## config.mk

```make
export PLATFORM = sky130hd
export DESIGN_NAME = param_load_ctl
export DESIGN_NICKNAME = d
export VERILOG_FILES = /design/src/rtl/param_load_ctl.sv
export SDC_FILE = /design/constraint.sdc
export NUM_CORES = 1
export LEC_CHECK = 0
export ABC_CLOCK_PERIOD_IN_PS = 2700
export CAP_MARGIN = 20
export CORE_ASPECT_RATIO = 0.75
export CORE_UTILIZATION = 39
export DETAILED_ROUTE_END_ITERATION = 10
export PLACE_DENSITY = 0.67
export SYNTH_ARGS = -nofsm -noshare
export SYNTH_HDL_FRONTEND = slang
export SYNTH_SLANG_ARGS = --single-unit
```

## constraint.sdc

```tcl
create_clock -name clk -period 2.7 [get_ports clk]
set_clock_uncertainty 0.05 [all_clocks]
set_input_delay 0.27 -clock clk [delete_from_list [all_inputs] [get_ports clk]]
set_output_delay 0.27 -clock clk [all_outputs]
set_load 0.02 [all_outputs]
```

## src/rtl/param_load_ctl.sv

```systemverilog
// Streams filter weights or biases into F_NUM cores, stepping core index and address per accepted beat.
// Optional `PARAM_LOAD_LAST_CHECK_EN enables src_last framing check driving the sticky err flag.
module param_load_ctl #(
   parameter int F_NUM = 16,
   parameter int AW    = 10
) (
   input  logic          clk,
   input  logic          rst_n,
   input  logic          wwrite,
   input  logic          bwrite,
   input  logic [3:0]    od,
   input  logic [AW-1:0] ks,
   input  logic          src_valid,
   input  logic          src_last,
   output logic          src_ready,
   output logic          prm_we,
   output logic [3:0]    prm_v,
   output logic [AW-1:0] prm_a,
   output logic          bias_sel,
   output logic          done,
   output logic          err
);

   typedef enum logic [1:0] {IDLE, WLOAD, BLOAD, DONE} state_t;

   localparam logic [3:0] F_MAX = 4'(F_NUM - 1);

   state_t     state;
   logic       beat;
   logic [3:0] f_end;
   logic       f_last;
   logic       a_last;
   logic       final_beat;
   logic       last_bad;
   logic       to_done;

   // An out-of-range od is clamped so the core index never passes the last core.
   assign f_end      = (od > F_MAX) ? F_MAX : od;
   assign beat       = src_valid & src_ready;
   assign prm_we     = beat;
   assign f_last     = (prm_v == f_end);
   assign a_last     = (prm_a == ks);
   assign final_beat = beat & f_last & ((state == BLOAD) | a_last);
   assign to_done    = final_beat | last_bad;

`ifdef PARAM_LOAD_LAST_CHECK_EN
   logic err_q;

   assign last_bad = beat & (src_last != final_beat);
   assign err      = err_q;

   always_ff @(posedge clk or negedge rst_n) begin
      if (!rst_n)
         err_q <= 1'b0;
      else if ((state == IDLE) && (wwrite || bwrite))
         err_q <= 1'b0;
      else if (last_bad)
         err_q <= 1'b1;
   end
`else
   logic unused_last;

   assign unused_last = src_last;
   assign last_bad    = 1'b0;
   assign err         = 1'b0;
`endif

   always_ff @(posedge clk or negedge rst_n) begin
      if (!rst_n) begin
         state     <= IDLE;
         prm_v     <= '0;
         prm_a     <= '0;
         src_ready <= 1'b0;
         bias_sel  <= 1'b0;
         done      <= 1'b0;
      end else begin
         case (state)
            IDLE: begin
               if (wwrite) begin
                  state     <= WLOAD;
                  prm_v     <= '0;
                  prm_a     <= '0;
                  src_ready <= 1'b1;
                  bias_sel  <= 1'b0;
               end else if (bwrite) begin
                  state     <= BLOAD;
                  prm_v     <= '0;
                  prm_a     <= '0;
                  src_ready <= 1'b1;
                  bias_sel  <= 1'b1;
               end
            end
            WLOAD: begin
               if (to_done) begin
                  state     <= DONE;
                  src_ready <= 1'b0;
                  done      <= 1'b1;
               end else if (!wwrite) begin
                  // Abort: any beat this cycle has already been strobed out.
                  state     <= IDLE;
                  src_ready <= 1'b0;
               end else if (beat) begin
                  if (a_last) begin
                     prm_a <= '0;
                     prm_v <= prm_v + 4'd1;
                  end else begin
                     prm_a <= prm_a + 1'b1;
                  end
               end
            end
            BLOAD: begin
               if (to_done) begin
                  state     <= DONE;
                  src_ready <= 1'b0;
                  bias_sel  <= 1'b0;
                  done      <= 1'b1;
               end else if (!bwrite) begin
                  state     <= IDLE;
                  src_ready <= 1'b0;
                  bias_sel  <= 1'b0;
               end else if (beat) begin
                  prm_a <= '0;
                  prm_v <= prm_v + 4'd1;
               end
            end
            DONE: begin
               if (!wwrite && !bwrite) begin
                  state <= IDLE;
                  done  <= 1'b0;
               end
            end
            default: begin
               state     <= IDLE;
               src_ready <= 1'b0;
               bias_sel  <= 1'b0;
               done      <= 1'b0;
            end
         endcase
      end
   end

endmodule

```

==> results of run 1 <==
-- power by group --
part | switching, mW | internal, mW
clock network | 0.0933 | 0.105
logic | 0.495 | 0.392
registers | 0.0965 | 0.354
-- layout by cell type, fill, tap and decap left out, drive strengths merged, types with 3 or more instances in the layout --
cell,instances
a211oi,5
a22oi,3
clkbuf,4
clkdlybuf4s50,36
dfrtp,19
ha,6
inv,10
mux2i,3
nand2,11
nand3,12
nand4,3
nor2,14
o21ai,5
xnor2,22
-- per-layer routing --
metal / share of wire [%] / global-route usage, %
met4: 1.8 / 6.54
met2: 45 / 29.2
met1: 49 / 26.5
met5: 0 / 0
met3: 4.2 / 4.68
-- cell type report --
type / count / area, sq um / share of cell area [%]
Clock buffer: 4 / 45.0 / 2.42
Inverter: 10 / 37.5 / 2.02
Multi-Input combinational cell: 115 / 877 / 47.1
Sequential cell: 19 / 475 / 25.6
Tap cell: 40 / 50.0 / 2.69
Timing Repair Buffer: 38 / 375 / 20.2
-- state kept, by name, summed over array words and instances, names as in the netlist --
signal,cells
prm_a,10
state,2
bias_sel,1
prm_v,4
src_ready,1
done,1
-- worst max path at each step --
stage	from	end	slack (ns)	cells past startpoint
final	state[0]$_DFFE_PN0P_	prm_a[9]$_DFFE_PN0P_	0.34	8
after global routing	state[0]$_DFFE_PN0P_	prm_a[9]$_DFFE_PN0P_	0.17	8
after CTS	state[0]$_DFFE_PN0P_	prm_a[9]$_DFFE_PN0P_	0.34	8
after detailed placement	ks[7]	prm_v[2]$_DFFE_PN0P_	0.25	7
after global placement	wwrite	prm_a[9]$_DFFE_PN0P_	0.26	7
after floorplan	prm_a[0]$_DFFE_PN0P_	state[1]$_DFFE_PN0P_	0.66	5
-- cells by family (layout without fill, tap and decap cells) --
family / Yosys count / in the layout
xor gates and xnor gates: 22 / 22
adders and majority gates: 6 / 6
other: 1 / 1
and+or+nand+nor: 51 / 51
AOI/OAI and AO/OA: 30 / 30
buffers and inverters: 14 / 52
DFF: 19 / 19
muxes: 5 / 5
-- stage by stage --
step	area (sq um)	setup slack, ns	hold WS (ns)
after global placement	1820	0.261	0.426
after floorplan	1420	0.655	-0.0756
after global routing	1860	0.166	0.476
after detailed placement	1820	0.249	0.460
final	1860	0.340	0.451
after CTS	1860	0.337	0.475
==> reports/metrics.yaml, run 1 <==
compound_gate_fraction_of_synth_area_pct: 19.3
cts_root_buffer: "clkbuf_8"
ff2ff_path_depth: 8
number_of_search_and_repair_iterations_in_the_first_detailed_routing_pass: 4
finalNetCount: 213
post-route-drc-count: 0
syn_avg_cell_area_sq_um: 9.57
io_pins: 39
hpwlAfterDp_mm: 2.56
synth.ff_latch_count: 19
timing.max_slew.rel_slack_pct: 41.8
worst-slew-pin-transition_ns: 0.870
setup.worst_path.start_class: "flop"
ys.warnings.count: 0
period_share_pct: 87.4
postRouteAntennaNets: 0
num_vias: 1222
drt-initial-drc-count: 66
worst_skew_pair.late_latency_ns: 0.26
synthDominantCellAreaShare_pct: 33.6
fp.dieW_um: 71.6
placement.io_buffers: 36
cpLargestDelayFamily: "simple AND/OR/NAND/NOR gates"
multiplexer_fraction_of_the_synthesized_cell_area_pct: 3.71
fin_total_pwr_mw: 1.54
post_cts_buffers: 0
placed_cells: 222
final-max-slew-violation-count: 0
rr_startpoint: "state[0]$_DFFE_PN0P_"
signed_area_change_from_the_synthesized_netlist_to_the_final_layout_pct: 31.4
ys_dominant_reg_cell: "dfrtp_1"
tritoncts.num_buffers: 3
timing.setup.critical_path_class: "flop to flop"
power.static_leakage_nw: 0.718
synth_edf_count: 0
number_of_antenna_violations_at_the_first_check_in_global_routing: 0
core_area_sq_um: 3380
required_time_reported_for_the_critical_path_endpoint_ns: 2.79
dieHeight_um: 54.2
timing.final.crit_period_ns: 2.36
grt_util_all_layers_pct: 19.1
detail_route.wirelength_mm: 3.27
post_synthesis_simple_gate_area_fraction_pct: 18.1
final.setup.tns_ns: 0
worstSetupEndpointType: "flop"
synth_largest_area_cell: "dfrtp_1"
tritoncts: "yes"
grt_max_degree: 20
synth_fa_ha_area_share_pct: 5.30
ir_drop_v: 0.000472
clkSlewWorstSetupHoldPaths_ns: 0.07
pwr_density_cell_nw_per_um2: 826
postCtsHoldBufs: 0
ff2ff_setup_slack_ns: 0.34
post_detailed_route_wirelength_per_cell_um: 14.4
clock-sinks: 19
path_max_fanout: 5
setup_repair_after_global_routing_missed_its_margin: "false"
initial_utilization_pct: 41.9
htree_levels: 1
critical_register_to_register_path_endpoint: "prm_a[9]$_DFFE_PN0P_"
path_buf_inv: 1
seq_area_frac_synth_pct: 33.6
layoutNonFillerInstCount: 226
first_pass_grt_wire_length_mm: 5.51
synth_top_cells_by_area: "dfrtp_1 (34%), xnor2_1 (12%), ha_1 (5.3%), nand3_1 (4.2%), nor2_1 (3.4%)"
cp_data_arrival_time_ns: 2.45
design.die.area_sq_um: 3880
synth_area_sq_um: 1420
routed_via_density: 5.41
final_hold_viol_count: 0
synthesis.nets: 174
num_rows: 18
grt_pass1_vias: 1186
finish.utilization_pct: 55.1
synth-xor-area-share_pct: 15.2
post_route_cells_drive_above_1_share_pct: 9.14
status: "finished, final reports clean"
post_synth_inst_count: 148
post_synth_num_cell_types: 42
synth_async_sr_flop_share_pct: 100
max_cap_viol_count: 0
cts_buffer_depth: 2
netlist_top_cells_count: "dfrtp_1 (19), xnor2_1 (19), nor2_1 (13)"
num_antenna_cells: 0
cts_repair_resize_count: 0
synth_top_family_by_area: "compound AO/OA/AOI/OAI gates"
timing.critical_path.cells: "inv_1 -> ha_1 -> nor3b_1 -> nor4_2 -> nand4_1 -> a2111oi_2 -> xnor2_1 -> nor2_1"
final.fill_count: 302
gp_routability_congestion: 0.818
setup_violations: 0
critical-path-slowest-cell: "a2111oi_2"
fmax_ghz: 0.424
global_route.overflow_total: 0
worst_path_largest_cell_delay_ns: 0.43
min_path_type: "input pin to async pin"
(Power assumes the default switching activity.)
==> inputs of run 2 (changes only) <==
--- a/config.mk
+++ b/config.mk
@@ -10,6 +10,8 @@
 export CORE_ASPECT_RATIO = 0.75
 export CORE_UTILIZATION = 39
 export DETAILED_ROUTE_END_ITERATION = 10
+export GPL_TIMING_DRIVEN = 0
+export HOLD_SLACK_MARGIN = 0.1
 export PLACE_DENSITY = 0.67
 export SYNTH_ARGS = -nofsm -noshare
 export SYNTH_HDL_FRONTEND = slang
==> run 2 against run 1 <==
Sequential cell count did not move. Via count increased by 2.8%. Worst setup slack better by 0.0092 ns. Final area about the same. Core utilization is essentially flat.
==> reports/metrics.yaml, run 2 (synthesis gave the netlist of run 1 again) <==
fmax_ghz: 0.425
grt_max_degree: 20
post_route_cells_drive_above_1_share_pct: 9.63
fp.dieW_um: 71.6
cts_root_buffer: "clkbuf_8"
tritoncts.num_buffers: 3
max_cap_viol_count: 0
min_path_type: "input pin to flop"
clkSlewWorstSetupHoldPaths_ns: 0.07
worst-slew-pin-transition_ns: 0.890
gp_routability_congestion: 0.843
commonest_non_fill_non_tap_cells_in_the_layout: "clkdlybuf4s50_1 (35), xnor2_1 (19), dfrtp_1 (19), nor2_1 (13), nand3_1 (12)"
cp_data_arrival_time_ns: 2.45
cts_repair_resize_count: 0
grt_pass1_vias: 1197
fin_total_pwr_mw: 1.54
routed_via_density: 5.53
post_detailed_route_wirelength_per_cell_um: 14.9
num_rows: 18
htree_levels: 1
timing.setup.critical_path_class: "flop to flop"
ff2ff_setup_slack_ns: 0.35
clock_power_share_pct: 13.1
placement.io_buffers: 35
final.setup.tns_ns: 0
drt-initial-drc-count: 99
regMostFlops: "prm_a"
grt_util_all_layers_pct: 18.7
number_of_search_and_repair_iterations_in_the_first_detailed_routing_pass: 4
detail_route.wirelength_mm: 3.38
final_area_sq_um: 1860
design.die.area_sq_um: 3880
placement.setup.worst_slack_ns: 0.265
dieHeight_um: 54.2
postCtsHoldBufs: 0
finalNetCount: 214
initial_utilization_pct: 41.9
ir_drop_v: 0.000427
core_area_sq_um: 3380
switching_power_mw: 0.685
dpl-instance-area_sq_um: 1820
setup_repair_after_global_routing_missed_its_margin: "false"
power.static_leakage_nw: 0.721
post_cts_buffers: 0
num_antenna_cells: 0
global_route.overflow_total: 0
setup_violations: 0
required_time_reported_for_the_critical_path_endpoint_ns: 2.80
layout.cells.most_common: "clkdlybuf4s50_1"
timing.max_slew.rel_slack_pct: 40.4
clock-sinks: 19
num_vias: 1256
worst_skew_pair.late_latency_ns: 0.26
pwr_density_cell_nw_per_um2: 825
status: "finished, final reports clean"
hpwlAfterDp_mm: 2.67
largest_registers: "prm_a (10), prm_v (4), state (2)"
path_max_fanout: 5
power.sequential.fraction_pct: 29.1
final_hold_viol_count: 0
number_of_antenna_violations_at_the_first_check_in_global_routing: 0
worstSetupEndpointType: "flop"
final.fill_count: 314
timing.final.crit_period_ns: 2.35
postRouteAntennaNets: 0
post-route-drc-count: 0
first_pass_grt_wire_length_mm: 5.49
io_pins: 39
internal-power_mw: 0.852
largest_reg_flops: 10
cts_buffer_depth: 2
final-max-slew-violation-count: 0
signed_area_change_from_the_synthesized_netlist_to_the_final_layout_pct: 31.4
layout_setup_ws_ns: 0.349
setup.worst_path.start_class: "flop"
period_share_pct: 87.1
pwr-share-comb_pct: 57.8
tritoncts: "yes"
netSwitchingFraction_pct: 44.6
==> run 2: cell count changes in the layout (fill, tap and decap cells not counted) <==
cell / before / now
buf_4: 2 / 3
clkbuf_1: 1 / 2
clkdlybuf4s50_1: 36 / 35
==> run 2: final timing paths <==
kind	depth (start not counted)	endpoint	startpoint
worst max-delay path	8	prm_a[9]$_DFFE_PN0P_	state[0]$_DFFE_PN0P_
worst min-delay path	4	bias_sel$_DFFE_PN0P_	wwrite
worst max register to register	8	prm_a[9]$_DFFE_PN0P_	state[0]$_DFFE_PN0P_
worst min register to register	1	done$_DFFE_PN0P_	done$_DFFE_PN0P_
max in group asynchronous	1	done$_DFFE_PN0P_	rst_n
min in group asynchronous	1	prm_a[6]$_DFFE_PN0P_	rst_n
==> run 2: through the flow <==
| step | cells | hold slack, ns | util (%) |
|---|---|---|---|
| floorplan | 148 | -0.0756 | - |
| global placement | 223 | 0.426 | 53.8 |
| detailed placement | 223 | 0.433 | 53.8 |
| CTS | 227 | 0.366 | 55.1 |
| global route | 227 | 0.399 | 55.1 |
| finish | 227 | 0.364 | 55.1 |
==> run 2: routing by layer <==
layer  share of wire (%)  vias to the layer above  wire length (um)  global-route usage, %
met1                  47                      604              1600                   24.8
li1                    -                      607                 -                      -
met4                0.62                        0                21                   4.58
met3                 4.8                        4               161                   4.12
met2                  47                       41              1590                   31.6
met5                   0                        -                 0                      0
==> run 2: area by class of cell <==
type / count / area [sq um] / area share, %
Clock buffer: 4 / 45.0 / 2.42
Sequential cell: 19 / 475 / 25.5
Inverter: 10 / 37.5 / 2.02
Tap cell: 40 / 50.0 / 2.69
Buffer: 4 / 26.3 / 1.41
Multi-Input combinational cell: 115 / 877 / 47.1
Timing Repair Buffer: 35 / 350 / 18.8
==> run 2: worst max-delay path: stages (launching register included) <==
cell and delay (ns):
dfrtp_1 0.40, inv_1 0.10, ha_1 0.26, nor3b_1 0.20, nor4_2 0.35, nand4_1 0.20, a2111oi_2 0.46, xnor2_1 0.17
nor2_1 0.06
==> run 2: power by group through the flow <==
| stage | clock network [mW] | logic, mW | registers [mW] |
|---|---|---|---|
| after detailed placement | 0 | 0.882 | 0.453 |
| after CTS | 0.207 | 0.889 | 0.448 |
| final | 0.201 | 0.888 | 0.448 |
| after floorplan | 0 | 0.547 | 0.500 |
| after global routing | 0.215 | 0.981 | 0.463 |
| after global placement | 0 | 0.867 | 0.448 |
